`config.mk`:
```
export PLATFORM = sky130hd
export DESIGN_NAME = mem_arbiter
export DESIGN_NICKNAME = d
export VERILOG_FILES = /design/src/rtl/mem_arbiter.sv
export SDC_FILE = /design/constraint.sdc
export NUM_CORES = 1
export LEC_CHECK = 0
export ABC_AREA = 1
export BUFFER_PORTS_ARGS = -buffer_cell sky130_fd_sc_hd__buf_2
export CAP_MARGIN = 20
export CORE_MARGIN = 5
export CORE_UTILIZATION = 30
export CTS_CLUSTER_DIAMETER = 150
export DETAILED_ROUTE_END_ITERATION = 6
export GPL_TIMING_DRIVEN = 0
export PLACE_DENSITY = 0.64
export SLEW_MARGIN = 20
export SYNTH_ARGS = -nofsm -noshare
export SYNTH_HDL_FRONTEND = slang
export SYNTH_SLANG_ARGS = --single-unit
```
`constraint.sdc`:
```
create_clock -name clk -period 1.48 [get_ports clk]
set_input_delay 0.148 -clock clk [delete_from_list [all_inputs] [get_ports clk]]
set_output_delay 0.148 -clock clk [all_outputs]
set_load 0.01 [all_outputs]
```
`src/rtl/mem_arbiter.sv`:
```
// mem_arbiter: shares one word-addressed memory port between instruction
// fetch (IF) and data memory (DM). One transaction in flight at a time:
// IDLE grants, ACCESS spends WAIT_CYC+1 cycles on the memory, RESP pulses
// the granted port's rvalid. Simultaneous requests alternate (round-robin).
//
// Ports:
//   clk, nrst                      clock (rising edge), async active-low reset
//   if_req/if_addr                 fetch request (held until if_ready)
//   if_ready/if_rvalid/if_rdata    fetch accept, response pulse, read data
//   dm_req/dm_we/dm_be/dm_addr/dm_wdata  load/store request (held until dm_ready)
//   dm_ready/dm_rvalid/dm_rdata    data accept, response pulse, load data (0 on store)
//   mem_addr/mem_we/mem_be/mem_wdata     memory command
//   mem_rdata                      memory read data (combinational from mem_addr)
module mem_arbiter #(
  parameter int ADDR_WID = 30,
  parameter int WAIT_CYC = 1
) (
  input  logic                clk,
  input  logic                nrst,
  input  logic                if_req,
  input  logic [ADDR_WID-1:0] if_addr,
  output logic                if_ready,
  output logic                if_rvalid,
  output logic [31:0]         if_rdata,
  input  logic                dm_req,
  input  logic                dm_we,
  input  logic [3:0]          dm_be,
  input  logic [ADDR_WID-1:0] dm_addr,
  input  logic [31:0]         dm_wdata,
  output logic                dm_ready,
  output logic                dm_rvalid,
  output logic [31:0]         dm_rdata,
  output logic [ADDR_WID-1:0] mem_addr,
  output logic                mem_we,
  output logic [3:0]          mem_be,
  output logic [31:0]         mem_wdata,
  input  logic [31:0]         mem_rdata
);
  localparam logic [1:0] IDLE   = 2'd0;
  localparam logic [1:0] ACCESS = 2'd1;
  localparam logic [1:0] RESP   = 2'd2;
  localparam logic [2:0] LAST_CNT = 3'(WAIT_CYC);

  logic [1:0]          state;
  logic [2:0]          cnt;
  logic                last_dm;   // 1 = DM got the previous grant
  logic                gnt_dm;    // port owning the transaction in flight
  logic [ADDR_WID-1:0] addr_q;
  logic                we_q;
  logic [3:0]          be_q;
  logic [31:0]         wdata_q;
  logic                pick_dm, pick_if, final_cyc;

  // DM wins when alone or when IF had the last grant. Gating with nrst keeps
  // the readys low while reset is held even if requests are already up.
  always_comb begin
    pick_dm   = nrst && (state == IDLE) && dm_req && (!if_req || !last_dm);
    pick_if   = nrst && (state == IDLE) && if_req && !pick_dm;
    final_cyc = (state == ACCESS) && (cnt == LAST_CNT);
  end

  assign if_ready  = pick_if;
  assign dm_ready  = pick_dm;
  assign if_rvalid = (state == RESP) && !gnt_dm;
  assign dm_rvalid = (state == RESP) && gnt_dm;
  assign mem_addr  = addr_q;
  assign mem_wdata = wdata_q;
  assign mem_we    = final_cyc && we_q;
  assign mem_be    = final_cyc ? be_q : 4'b0000;

  always_ff @(posedge clk or negedge nrst) begin
    if (!nrst) begin
      state    <= IDLE;
      cnt      <= 3'd0;
      last_dm  <= 1'b0;
      gnt_dm   <= 1'b0;
      addr_q   <= '0;
      we_q     <= 1'b0;
      be_q     <= 4'b0000;
      wdata_q  <= 32'd0;
      if_rdata <= 32'd0;
      dm_rdata <= 32'd0;
    end else begin
      case (state)
        IDLE: begin
          if (pick_dm || pick_if) begin
            gnt_dm  <= pick_dm;
            last_dm <= pick_dm;
            addr_q  <= pick_dm ? dm_addr : if_addr;
            we_q    <= pick_dm && dm_we;
            be_q    <= pick_dm ? dm_be : 4'b0000;
            // fetches leave the last write data on the bus
            if (pick_dm) wdata_q <= dm_wdata;
            cnt     <= 3'd0;
            state   <= ACCESS;
          end
        end
        ACCESS: begin
          if (final_cyc) begin
            if (gnt_dm) dm_rdata <= we_q ? 32'd0 : mem_rdata;
            else        if_rdata <= mem_rdata;
            state <= RESP;
          end else begin
            cnt <= cnt + 3'd1;
          end
        end
        RESP:    state <= IDLE;
        default: state <= IDLE;
      endcase
    end
  end
endmodule

```
==> results.yml <==
outcome:
  run_status: "complete, but fails checks"
  violations: "negative hold slack, negative setup slack"
clocking:
  clk_pin_slew_ns: 0.07
  cts_tree: "built"
  htreeDepth: 4
  cts_buffers: 17
  cts.sinks: 137
  ctsLongestPathBuffers: 2
  ctsHoldBuffers: 69
  clock-root-buffer: "clkbuf_16"
  insertion_delay_ns: 0.43
detailed_routing:
  drt-wirelength-per-cell_um: 15.1
  drc: 0
  firstDrtPassIters: 5
  drt-total-wl_um: 21500
  ant_nets: 0
  vias: 6463
  drtIter0Drc: 260
  vias_per_cell: 4.53
place:
  port_buffers: 267
  dp_cells: 1284
  gp_congestion: 0.842
  hpwlAfterDp_um: 14000
yosys:
  asyncSetResetFlopFracSynth_pct: 100
  ys_warn_count: 0
  ys_ff_latch: 137
  seq_area_frac_synth_pct: 55.8
  netlist_top_cells_count: "nand2_1 (360), dfrtp_1 (137), nand3_1 (94)"
  syn_area_um2: 6140
  synth_top_area_cell: "dfrtp_1"
  yosysMostFrequentCell: "nand2_1"
  yosys-top-cells-area: "dfrtp_1 (56%), nand2_1 (22%), nand3_1 (7.7%)"
  syn_inst: 746
  ys_types: 23
  syn_nets: 881
  synth_top_area_share_pct: 55.8
  synth_edf_count: 0
  synth_ff_type: "dfrtp_1"
  syn_area_per_cell_um2: 8.23
sta:
  skew_ns: 0.0194
  tightest_slew_ns: 0.519
  finalCritPeriodShare_pct: 114
  maxSlewViolCount: 0
  final_hold_viol_count: 61
  holdWs_ns: -0.340
  finalWorstSetupSlack_ns: -0.202
  rsz0062_at_grt: "true"
  period_minus_slack_ns: 1.68
  setup_viol: 105
  fmax_mhz: 595
  slew_headroom_pct: 65.0
grt:
  grt.total_usage_pct: 17.2
  antenna_found_initial: 1
  grt_max_degree: 77
  overflow: 0
  grt_first_pass_wirelength_um: 33100
  grt_pass1_vias: 6381
floorplan:
  die_h_um: 153
  die_w_um: 153
  start_util_pct: 30.4
  die_area_um2: 23400
  placementRows: 52
  core_region_area_um2: 20200
  io_pins: 268
power_and_ir_drop:
  power_per_cell_area_nw_per_um2: 1940
  ir_drop_uv: 866
  finalPower_w: 0.0199
  p_leak_nw: 5.65
final_layout:
  nets: 1278
  drive_gt1_share_pct: 42.5
  finish.utilization_pct: 50.8
  final_cells: 1427
  syn_to_final_growth_pct: 66.9
hold_path:
  hp-class: "in -> async"
setup_path:
  worst_setup_path_start_kind: "register"
  path_buf_inv: 3
  ff2ff_setup_slack_ns: -0.19
  end_kind: "output pin"
  worstSetupPathType: "reg -> out"
  slowest_stage: "dfrtp_1"
  arrival_ns: 1.53
  required_ns: 1.33
  slowest_delay_ns: 0.37
  critical_path.cell_chain: "inv_1, ha_2, inv_2, nor2_4, nand2_8, nor2_2, buf_2"
  crit_fanout: 6
  critPathTopFamily: "flip-flops"
flow_run:
  cap_violations: 0
==> layout make-up <==
class	instances	area [µm²]
buffer	44	467
multi-input combinational	519	2660
sequential	137	3430
fill	1881	9920
timing repair buffer	378	2570
inverter	46	205
tap	270	338
antenna	1	2.50
clock buffer	17	425
clock inverter	15	154
==> flip-flops by register name, summed over array words and instances, names as in the netlist <==
| signal | cells |
|---|---|
| mem_addr | 30 |
| cnt | 3 |
| we_q | 1 |
| if_rdata | 32 |
| gnt_dm | 1 |
| state | 2 |
| mem_wdata | 32 |
| be_q | 4 |
| dm_rdata | 32 |
==> layer usage <==
layer  global-route usage (%)  vias to the layer above  wire, µm
met5                        0                        -         0
met4                     6.07                        0       465
met3                     5.03                       35      1510
met2                     28.4                      233     10800
met1                     21.6                     3059      8750
li1                         -                     3136         -
==> through the flow <==
stage / hold slack [ns] / setup WS, ns / area [µm²] / TNS, ns
2_1_floorplan: -0.148 / 0.113 / 6140 / 0
3_3_place_gp: 0.342 / -2.77 / 7810 / -447.09
3_5_place_dp: 0.130 / -0.254 / 7850 / -23.53
4_1_cts: -0.323 / -0.245 / 9380 / -10.94
5_1_grt: -0.316 / -0.280 / 10200 / -21.60
6_report: -0.340 / -0.202 / 10200 / -13.11
==> repair_timing <==
item	in CTS	in global routing
endpoints found under the setup margin	133	134
pin swaps	8	40
resized for setup	44	186
buffers inserted	15	17
endpoints found under the hold margin	162	61
cloned	0	10
==> report_power, final <==
group          switching [W]  internal [W]  total [W]  leakage, nW
clock network        0.00193       0.00225    0.00418        0.279
logic                0.00508       0.00405    0.00913         3.65
registers            0.00112       0.00548    0.00661         1.72
total                0.00813        0.0118     0.0199         5.65
==> final timing paths <==
path                            depth (start not counted)                        end                     start
min in group clk                                        5    mem_addr[4]$_DFFE_PN0P_                dm_addr[4]
max in group asynchronous                               2   mem_wdata[7]$_DFFE_PN0P_                      nrst
worst max register to register                         12    if_rdata[3]$_DFFE_PN0P_        cnt[1]$_DFFE_PN0P_
worst max-delay path                                    7                  mem_be[3]        cnt[1]$_DFFE_PN0P_
worst min-delay path                                    1  mem_wdata[29]$_DFFE_PN0P_                      nrst
worst min register to register                          2   if_rdata[15]$_DFFE_PN0P_  if_rdata[15]$_DFFE_PN0P_
==> worst register-to-register path: stages (launching register included) <==
cell and delay [ns]:
dfrtp_1 0.37, inv_1 0.06, ha_2 0.16, inv_2 0.05, nor2_4 0.13, nand2_8 0.12
buf_6 0.15, buf_12 0.12, clkinv_8 0.06, nand2_8 0.08, clkbuf_16 0.18, nand2_2 0.05
nand2_1 0.04
==> cell usage in the layout (no fill, tap or decap), types with 4 or more instances in the layout <==
master	count
buf_12	4
nand2_1	284
buf_8	11
buf_2	262
inv_2	4
inv_6	5
o21ai_0	4
inv_1	36
nand2_2	61
dfrtp_1	136
nand2_4	16
o21bai_1	30
clkinv_8	4
dlygate4sd3_1	69
inv_8	4
clkbuf_16	24
nor2_4	9
clkbuf_2	6
buf_4	29
nand3_1	94
buf_6	28
==> cell families (layout without fill, tap and decap cells) <==
logic type	after synthesis	in the layout	synth area share, %
flops	137	137	55.8
fa+ha+maj	2	2	0.408
other cells	0	1	0
simple gates	479	479	32.0
buf+inv	90	500	7.36
compound gates	37	37	4.24
xor+xnor	1	1	0.143
Note: power is estimated with default switching activity, not from simulation.
